[config.mk]
export PLATFORM = sky130hd
export DESIGN_NAME = restoring_divider_flat
export DESIGN_NICKNAME = d
export VERILOG_FILES = /design/src/rtl/divide_pkg.sv /design/src/rtl/restoring_divider_if.sv /design/src/rtl/divide_controller.sv /design/src/rtl/restoring_divider.sv /design/src/flat_wrapper.sv
export SDC_FILE = /design/constraint.sdc
export NUM_CORES = 1
export LEC_CHECK = 0
export ABC_AREA = 1
export CAP_MARGIN = 30
export CELL_PAD_IN_SITES_DETAIL_PLACEMENT = 0
export CELL_PAD_IN_SITES_GLOBAL_PLACEMENT = 2
export CORE_MARGIN = 2
export CORE_UTILIZATION = 28
export DETAILED_ROUTE_END_ITERATION = 8
export GPL_TIMING_DRIVEN = 0
export MAX_ROUTING_LAYER = met4
export PLACE_DENSITY = 0.72
export REMOVE_ABC_BUFFERS = 1
export SLEW_MARGIN = 25
export SYNTH_ARGS = -nofsm -noshare
export SYNTH_HDL_FRONTEND = slang
export SYNTH_SLANG_ARGS = --single-unit
export TNS_END_PERCENT = 1
[constraint.sdc]
create_clock -name clock -period 2.05 [get_ports clock]
set_clock_uncertainty 0.05 [all_clocks]
set_input_delay 0.41 -clock clock [delete_from_list [all_inputs] [get_ports clock]]
set_output_delay 0.41 -clock clock [all_outputs]
set_load 0.02 [all_outputs]
[src/rtl/divide_pkg.sv]
// Shared definitions for the restoring divider: controller state encodings,
// the default operand width and the iteration-counter width helper.
package divide_pkg;

    localparam int DEF_WIDTH = 8;

    typedef enum logic [1:0] {
        IDLE     = 2'd0,
        SHIFT    = 2'd1,
        SUBTRACT = 2'd2,
        DONE     = 2'd3
    } state_t;

    // Bits needed to count WIDTH iterations (0 .. WIDTH-1).
    function automatic int count_width(input int width);
        return (width < 2) ? 1 : $clog2(width);
    endfunction

endpackage

[src/rtl/restoring_divider_if.sv]
// Request/result bundle between the processor FSM (master) and the divider
// (slave). Handshake: the master raises start with operands valid; the divider
// accepts it only while idle, and a one-cycle done marks the results valid.
// state is a read-only observation of the controller FSM.
interface restoring_divider_if import divide_pkg::*; #(parameter int WIDTH = DEF_WIDTH);

    logic             start;
    logic [WIDTH-1:0] dividend;
    logic [WIDTH-1:0] divisor;
    logic             busy;
    logic             done;
    logic [WIDTH-1:0] quotient;
    logic [WIDTH-1:0] remainder;
    logic             div_by_zero;
    state_t           state;

    modport master (
        output start, dividend, divisor,
        input  busy, done, quotient, remainder, div_by_zero, state
    );

    modport slave (
        input  start, dividend, divisor,
        output busy, done, quotient, remainder, div_by_zero, state
    );

endinterface

[src/rtl/divide_controller.sv]
// FSM and iteration counter for the restoring divider. One SHIFT/SUBTRACT pair
// per quotient bit; a zero divisor skips straight to DONE.
module divide_controller import divide_pkg::*; #(
    parameter int WIDTH = DEF_WIDTH
) (
    input  logic   clock,
    input  logic   reset_n,
    input  logic   start,
    input  logic   div_zero,
    input  logic   diff_neg,
    output logic   load,
    output logic   shift,
    output logic   sub_en,
    output logic   finish,
    output logic   busy,
    output logic   done,
    output state_t state
);

    localparam int CW = count_width(WIDTH);

    state_t        next_state;
    logic [CW-1:0] count;
    logic          last;

    assign last = (count == CW'(WIDTH - 1));

    // State register.
    always_ff @(posedge clock or negedge reset_n) begin
        if (!reset_n) state <= IDLE;
        else          state <= next_state;
    end

    // Iteration counter: cleared on an accepted start, advanced after each
    // non-final subtract step.
    always_ff @(posedge clock or negedge reset_n) begin
        if (!reset_n)                         count <= '0;
        else if (load && !div_zero)           count <= '0;
        else if (state == SUBTRACT && !last)  count <= count + CW'(1);
    end

    // Next-state and datapath control decode.
    always_comb begin
        next_state = state;
        load       = 1'b0;
        shift      = 1'b0;
        sub_en     = 1'b0;
        finish     = 1'b0;
        busy       = 1'b0;
        done       = 1'b0;
        case (state)
            IDLE: begin
                if (start) begin
                    load       = 1'b1;
                    next_state = div_zero ? DONE : SHIFT;
                end
            end
            SHIFT: begin
                busy       = 1'b1;
                shift      = 1'b1;
                next_state = SUBTRACT;
            end
            SUBTRACT: begin
                busy   = 1'b1;
                sub_en = ~diff_neg;
                if (last) begin
                    finish     = 1'b1;
                    next_state = DONE;
                end else begin
                    next_state = SHIFT;
                end
            end
            DONE: begin
                done       = 1'b1;
                next_state = IDLE;
            end
            default: next_state = IDLE;
        endcase
    end

endmodule

[src/rtl/restoring_divider.sv]
// Sequential restoring (shift-subtract) divider: WIDTH iterations of two
// cycles each. Define DIV_SIGNED_EN for two's-complement operands (magnitudes
// are divided, then quotient/remainder signs are applied on the final step).
module restoring_divider import divide_pkg::*; #(
    parameter int WIDTH = DEF_WIDTH
) (
    input  logic             clock,
    input  logic             reset_n,
    restoring_divider_if.slave bus
);

    logic             load;
    logic             shift;
    logic             sub_en;
    logic             finish;
    logic             div_zero;
    logic             diff_neg;
    logic [WIDTH:0]   a_reg;
    logic [WIDTH:0]   m_reg;
    logic [WIDTH:0]   diff;
    logic [WIDTH-1:0] q_reg;
    logic [WIDTH-1:0] q_res;
    logic [WIDTH-1:0] r_res;
    logic [WIDTH-1:0] q_out;
    logic [WIDTH-1:0] r_out;
    logic [WIDTH-1:0] dividend_mag;
    logic [WIDTH-1:0] divisor_mag;

    divide_controller #(.WIDTH(WIDTH)) u_ctrl (
        .clock    (clock),
        .reset_n  (reset_n),
        .start    (bus.start),
        .div_zero (div_zero),
        .diff_neg (diff_neg),
        .load     (load),
        .shift    (shift),
        .sub_en   (sub_en),
        .finish   (finish),
        .busy     (bus.busy),
        .done     (bus.done),
        .state    (bus.state)
    );

    assign div_zero = (bus.divisor == '0);
    assign diff     = a_reg - m_reg;
    assign diff_neg = diff[WIDTH];

    // Final-step values: the last quotient bit and the restored remainder are
    // folded in here so results register on the same edge as the last subtract.
    assign q_res = {q_reg[WIDTH-1:1], ~diff_neg};
    assign r_res = diff_neg ? a_reg[WIDTH-1:0] : diff[WIDTH-1:0];

`ifdef DIV_SIGNED_EN
    logic sign_q;
    logic sign_r;

    assign dividend_mag = bus.dividend[WIDTH-1] ? -bus.dividend : bus.dividend;
    assign divisor_mag  = bus.divisor[WIDTH-1]  ? -bus.divisor  : bus.divisor;
    assign q_out        = sign_q ? -q_res : q_res;
    assign r_out        = sign_r ? -r_res : r_res;

    // Result signs captured with the operands.
    always_ff @(posedge clock or negedge reset_n) begin
        if (!reset_n) begin
            sign_q <= 1'b0;
            sign_r <= 1'b0;
        end else if (load && !div_zero) begin
            sign_q <= bus.dividend[WIDTH-1] ^ bus.divisor[WIDTH-1];
            sign_r <= bus.dividend[WIDTH-1];
        end
    end
`else
    assign dividend_mag = bus.dividend;
    assign divisor_mag  = bus.divisor;
    assign q_out        = q_res;
    assign r_out        = r_res;
`endif

    // Partial remainder, dividend/quotient shifter and divisor registers.
    always_ff @(posedge clock or negedge reset_n) begin
        if (!reset_n) begin
            a_reg <= '0;
            q_reg <= '0;
            m_reg <= '0;
        end else if (load && !div_zero) begin
            a_reg <= '0;
            q_reg <= dividend_mag;
            m_reg <= {1'b0, divisor_mag};
        end else if (shift) begin
            {a_reg, q_reg} <= {a_reg[WIDTH-1:0], q_reg, 1'b0};
        end else if (sub_en) begin
            a_reg    <= diff;
            q_reg[0] <= 1'b1;
        end
    end

    // Result registers, held until the next accepted start.
    always_ff @(posedge clock or negedge reset_n) begin
        if (!reset_n) begin
            bus.quotient    <= '0;
            bus.remainder   <= '0;
            bus.div_by_zero <= 1'b0;
        end else if (load && div_zero) begin
            bus.quotient    <= '1;
            bus.remainder   <= bus.dividend;
            bus.div_by_zero <= 1'b1;
        end else if (load) begin
            bus.div_by_zero <= 1'b0;
        end else if (finish) begin
            bus.quotient  <= q_out;
            bus.remainder <= r_out;
        end
    end

endmodule

[src/flat_wrapper.sv]
// flat-port wrapper written by rule: the top's interface ports become plain ports
module restoring_divider_flat import divide_pkg::*;
#(
    parameter int WIDTH = DEF_WIDTH
)
  (clock, reset_n, bus_start, bus_dividend, bus_divisor, bus_busy, bus_done, bus_quotient, bus_remainder, bus_div_by_zero, bus_state);
  restoring_divider_if #(.WIDTH(WIDTH)) bus_i ();
  input  logic clock;
  input  logic reset_n;
  input wire logic [$bits(bus_i.start)-1:0] bus_start;
  input wire logic [$bits(bus_i.dividend)-1:0] bus_dividend;
  input wire logic [$bits(bus_i.divisor)-1:0] bus_divisor;
  output wire logic [$bits(bus_i.busy)-1:0] bus_busy;
  output wire logic [$bits(bus_i.done)-1:0] bus_done;
  output wire logic [$bits(bus_i.quotient)-1:0] bus_quotient;
  output wire logic [$bits(bus_i.remainder)-1:0] bus_remainder;
  output wire logic [$bits(bus_i.div_by_zero)-1:0] bus_div_by_zero;
  output wire logic [$bits(bus_i.state)-1:0] bus_state;
  assign bus_i.start = bus_start;
  assign bus_i.dividend = bus_dividend;
  assign bus_i.divisor = bus_divisor;
  assign bus_busy = bus_i.busy;
  assign bus_done = bus_i.done;
  assign bus_quotient = bus_i.quotient;
  assign bus_remainder = bus_i.remainder;
  assign bus_div_by_zero = bus_i.div_by_zero;
  assign bus_state = bus_i.state;
  restoring_divider #(.WIDTH(WIDTH)) u_core (.clock(clock), .reset_n(reset_n), .bus(bus_i));
endmodule
==> flow_metrics.tcl, run 1 <==
set metrics [dict create \
    crit_type "register to register" \
    final-setup-viol-count 16 \
    grt_pass1_vias 2537 \
    drt_iter0_markers 74 \
    largest_reg_flops 9 \
    synthToLayoutAreaGrowth_pct 31.2 \
    crit_fanout 5 \
    viasPerCell 4.48 \
    min_period_ns 2.14 \
    dp_slack_ns -1.13 \
    yosysWarnings 0 \
    dieArea_sq_um 10800 \
    routed_wl_um 7820 \
    syn_area_per_cell_sq_um 7.32 \
    rsz0062_at_grt "yes" \
    path_clk_slew_ns 0.10 \
    yosysTopAreaCellShare 0.422 \
    netlist_area_sq_um 2790 \
    core_area_sq_um 9730 \
    holdWs_ns 0.0770 \
    slew_violations 0 \
    synthCells 381 \
    synth_edf_count 0 \
    period_share 1.04 \
    timing.max_cap.violations 0 \
    yosysTopAreaCell "dfrtp_1" \
    wl_met2_um 3690 \
    clkLatencyLatePin_ns 0.30 \
    failed_checks "negative setup slack" \
    drcViolationCount 0 \
    highest_layer "met4" \
    synth_top_cells_by_count "nand2_1, inv_1, dfrtp_1" \
    netlist_top_cells_area "dfrtp_1, nand2_1, nand3_1" \
    clock.fmax_mhz 467 \
    required_ns 2.24 \
    fp-row-count 36 \
    port_buffers 39 \
    die_width_um 104 \
    async_flop_share 1.00 \
    grt_first_pass_wirelength_um 13100 \
    worstMarginPinSlew_ns 0.696 \
    cp.arrival_ns 2.34 \
    dr_wl_met3_um 171 \
    nets 461 \
    num_vias 2511 \
    yosysMostFrequentCell "nand2_1" \
    min_path_type "input port to async pin" \
    multi_input_area_sq_um 1560 \
    layout-drive-gt1-share 0.126 \
    cts_made_buffers 5 \
    antenna_found_initial 0 \
    gr-total-overflow 0 \
    clk_path_buf_depth 2 \
    die_h_um 104 \
    ys_ff_latch 47 \
    grt_max_degree 48 \
    gp_congestion 0.755 \
    start_util 0.287 \
    synth_flop_cell "dfrtp_1" \
    postCtsHoldBufs 0 \
    critPathLaunchType "register" \
    firstDrtPassIters 4 \
    p_leak_uw 0.00179 \
    setup_ws_ns -0.0921 \
    endpoint_kind "register" \
    synth.distinct_cells 28 \
    final_hold_viol_count 0 \
    power_density_nw_per_um2 1640 \
    wl_met1_um 3920 \
    relSlewSlack 0.536 \
    htreeDepth 2 \
    cts.sinks 47 \
    wl_per_cell_um 14.0 \
    cts_root_buf "clkbuf_8" \
    ir_worst_vdd_mv 0.817 \
    seqCellArea_sq_um 1180 \
    track_usage 0.156 \
    status "complete, but fails checks" \
    tritoncts "done" \
    place_hpwl_um 5330 \
    ios 40 \
    drt.antenna.violating_nets 0 \
    fill_cells 1082 \
    yosysSeqAreaShare 0.422 \
    diodes 0 \
]
kinds of logic (layout without fill, tap and decap cells):
| logic type | Yosys count | count (layout) | share of synthesized area |
|---|---|---|---|
| AND/OR/NAND/NOR | 212 | 213 | 0.324 |
| AO/OA/AOI/OAI | 41 | 41 | 0.0821 |
| flip-flops | 47 | 47 | 0.422 |
| XOR/XNOR | 3 | 3 | 0.00942 |
| adder cells (fa/ha/maj) | 16 | 16 | 0.0745 |
| buffers and inverters | 62 | 107 | 0.0884 |
report_power, final:
part	total [uW]	switching, uW	internal (uW)
sequential	1470	224	1250
combinational	3920	2420	1500
clock	619	342	276
routing by layer:
metal / vias to the layer above / GRT usage
met5: - / -
met1: 1188 / 0.211
met2: 33 / 0.248
met4: 0 / 0.0338
met3: 2 / 0.0239
li1: 1288 / -
worst paths after layout:
| kind | start | endpoint | slack, ns | depth (start not counted) |
|---|---|---|---|---|
| setup / recovery | u_core.a_reg[0] | u_core.a_reg[1] | -0.09 | 14 |
| min in group clock | u_core.bus.remainder[6] | u_core.bus.remainder[6] | 0.44 | 2 |
| hold reg to reg | u_core.bus.remainder[6] | u_core.bus.remainder[6] | 0.44 | 2 |
| hold / removal | reset_n | u_core.bus.quotient[6] | 0.08 | 1 |
| max in group asynchronous | reset_n | u_core.a_reg[4] | 1.44 | 1 |
| setup reg to reg | u_core.a_reg[0] | u_core.a_reg[1] | -0.09 | 14 |
cell type report:
class                           count  area share
Timing Repair Buffer               47       0.124
Tap cell                          133      0.0455
Clock buffer                        6      0.0226
Sequential cell                    47       0.321
Multi-Input combinational cell    273       0.425
Clock inverter                      2     0.00445
Inverter                           51      0.0547
Timing Repair inverter              1     0.00205
stage by stage:
step | cells | setup TNS (ns) | instance area, sq um | utilization | power, uW
CTS | 554 | -1.49 | 3490 | 0.359 | 5700
global placement | 542 | -87.15 | 3290 | 0.338 | 4820
global route | 560 | -3.49 | 3660 | 0.376 | 6670
finish | 560 | -0.891 | 3660 | 0.376 | 6020
floorplan | 370 | -2.07 | 2730 | - | 3870
detailed placement | 542 | -24.48 | 3290 | 0.338 | 4850
critical path, stage by stage, from the launching register on:
cell     delay [ns]
dfrtp_1        0.41
inv_2          0.10
ha_4           0.14
inv_4          0.03
fa_2           0.39
nand2_2        0.09
nand2_4        0.06
nand3_4        0.13
nand2_4        0.09
nand2_4        0.11
nand3_4        0.10
nand2_8        0.11
buf_6          0.12
nand3_1        0.06
nand2_1        0.07
repair_timing:
item,CTS,global route
setup buffers,3,5
gates cloned,1,1
pin swaps,2,18
gates resized for setup,20,25
endpoints found under the setup margin,36,28
cell usage in the layout, fill, tap and decap left out, drive strengths merged:
cell type and count:
or2 1, clkinvlp 3, nor2 32, a21oi 16
o21ai 16, nand4 2, clkbuf 6, nand3b 1
xnor2 2, o211ai 7, nor3 1, clkdlybuf4s50 37
a31oi 1, dlygate4sd2 1, o22ai 1, clkinv 1
dfrtp 47, nand2 134, ha 15, xor2 1
nand3 42, inv 50, buf 9, fa 1
Power figures use the tool's default switching activity.
==> run 2, diff against run 1 <==
- RECOVER_POWER: unset -> 25
==> run 2 against run 1 <==
- utilization about the same
- sequential cell count unchanged
- the run still ends with negative setup slack left
- fmax unchanged
- largest power group unchanged
- worst hold slack better by 0.25 ns
- critical endpoint unchanged
==> flow_metrics.tcl, run 2 (synthesis results as in run 1) <==
set metrics [dict create \
    port_buffers 39 \
    clkLatencyLatePin_ns 0.30 \
    crit_type "register to register" \
    die_h_um 104 \
    grt_max_degree 48 \
    fin_area_sq_um 3660 \
    slew_violations 0 \
    min_period_ns 2.14 \
    cp.arrival_ns 2.34 \
    power_density_nw_per_um2 1650 \
    final_common_cell "nand2_1" \
    final_util 0.376 \
    relSlewSlack 0.150 \
    fp-row-count 36 \
    viasPerCell 4.48 \
    cts_made_buffers 5 \
    ir_worst_vdd_mv 0.817 \
    die_width_um 104 \
    r2r_setup_slack_ns -0.09 \
    min_path_type "input port to async pin" \
    start_util 0.287 \
    crit_fanout 5 \
    gr-total-overflow 0 \
    crit_top_cell "nand2_4" \
    tritoncts "done" \
    largest_reg_flops 9 \
    timing.max_cap.violations 0 \
    mostFrequentLayoutCells "nand2_1, dfrtp_1, inv_1, clkdlybuf4s50_1, nand3_1" \
    final_hold_viol_count 0 \
    routed_wl_um 7820 \
    period_share 1.04 \
    track_usage 0.156 \
    clkPwrFrac 0.103 \
    drcViolationCount 0 \
    antenna_found_initial 0 \
    seqPwrFrac 0.245 \
    failed_checks "negative setup slack" \
    wl_per_cell_um 14.0 \
    worstPathCellList "inv_2, ha_4, inv_4, fa_2, nand2_2, nand2_4, nand3_4, nand2_4, nand2_4, nand3_4, nand2_8, buf_6, nand3_1, nand2_1" \
    slowest_stage "dfrtp_1" \
    postPlaceCellArea_sq_um 3290 \
    grt_first_pass_wirelength_um 13100 \
    p_total_uw 6020 \
    ios 40 \
    p_sw_frac 0.497 \
    crit_buf_inv 3 \
    gp_congestion 0.755 \
    critPathLaunchType "register" \
    cts_root_buf "clkbuf_8" \
    combPwrFrac 0.652 \
    drt_iter0_markers 74 \
    core_area_sq_um 9730 \
    setup_ws_ns -0.0921 \
    dieArea_sq_um 10800 \
    intPower_uw 3030 \
    switchingPower_uw 2990 \
    drt.antenna.violating_nets 0 \
    required_ns 2.24 \
    firstDrtPassIters 4 \
    cts.sinks 47 \
    layout-drive-gt1-share 0.126 \
    clk_path_buf_depth 2 \
    synthToLayoutAreaGrowth_pct 31.1 \
    num_vias 2511 \
    path_clk_slew_ns 0.10 \
    worstMarginPinSlew_ns 1.28 \
    path_delay_family "simple AND/OR/NAND/NOR gates" \
    grt_pass1_vias 2537 \
    endpoint_kind "register" \
    place_hpwl_um 5330 \
    nets 461 \
    htreeDepth 2 \
    final-setup-viol-count 16 \
    cp_slowest_stage_delay_ns 0.41 \
    diodes 0 \
    status "complete, but fails checks" \
    rsz0062_at_grt "yes" \
    p_leak_uw 0.00179 \
    clock.fmax_mhz 467 \
]
[run 2: changes by cell type in the layout (fill, tap and decap cells not counted), sizes merged]
cell and change:
buf -1, clkbuf +1
[run 2: layer usage]
metal,global-route usage,wire (um),vias up
li1,-,-,1288
met1,0.211,3920,1188
met2,0.248,3680,33
met3,0.0239,171,2
met4,0.0338,42,0
met5,-,0,-
[run 2: cell type report]
class	instances	area [sq um]
inverters	51	200
repair inverters	1	7.51
repair buffers	47	452
fillers	1081	6070
flip-flops and latches	47	1180
well taps	133	166
multi-input cells	273	1560
clock inverters	2	16.3
clock buffers	6	82.6
[run 2: path summary, 6_finish.rpt]
path,start,to,cells after the start
max in group asynchronous,reset_n,u_core.a_reg[4],1
min in group clock,u_core.bus.remainder[6],u_core.bus.remainder[6],2
hold reg to reg,u_core.bus.remainder[6],u_core.bus.remainder[6],2
hold / removal,reset_n,u_core.bus.quotient[6],1
setup / recovery,u_core.a_reg[0],u_core.a_reg[1],14
setup reg to reg,u_core.a_reg[0],u_core.a_reg[1],14
[run 2: power by group through the flow]
stage	sequential (uW)	clock (uW)	combinational [uW]
after floorplan	1510	0	2360
after global placement	1490	0	3330
after detailed placement	1490	0	3360
after CTS	1470	661	3560
after global routing	1520	694	4450
final	1470	619	3920
[run 2: timing repair]
item                                    4_1_cts  5_1_grt
cloned                                        1        1
pin swaps                                     2       18
resized for setup                            20       25
hold buffers                                  0        0
buffers inserted                              3        5
endpoints found under the setup margin       36       28
[run 2: per-stage QoR]
| step | hold slack, ns | std cells | TNS [ns] | setup WS [ns] |
|---|---|---|---|---|
| 3_5_place_dp | 0.421 | 542 | -24.48 | -1.13 |
| 5_1_grt | 0.426 | 560 | -3.49 | -0.192 |
| 6_report | 0.323 | 560 | -0.891 | -0.0921 |
| 3_3_place_gp | 0.414 | 542 | -87.15 | -1.13 |
| 4_1_cts | 0.104 | 554 | -1.49 | -0.115 |
| 2_1_floorplan | 0.0644 | 370 | -2.07 | -0.223 |
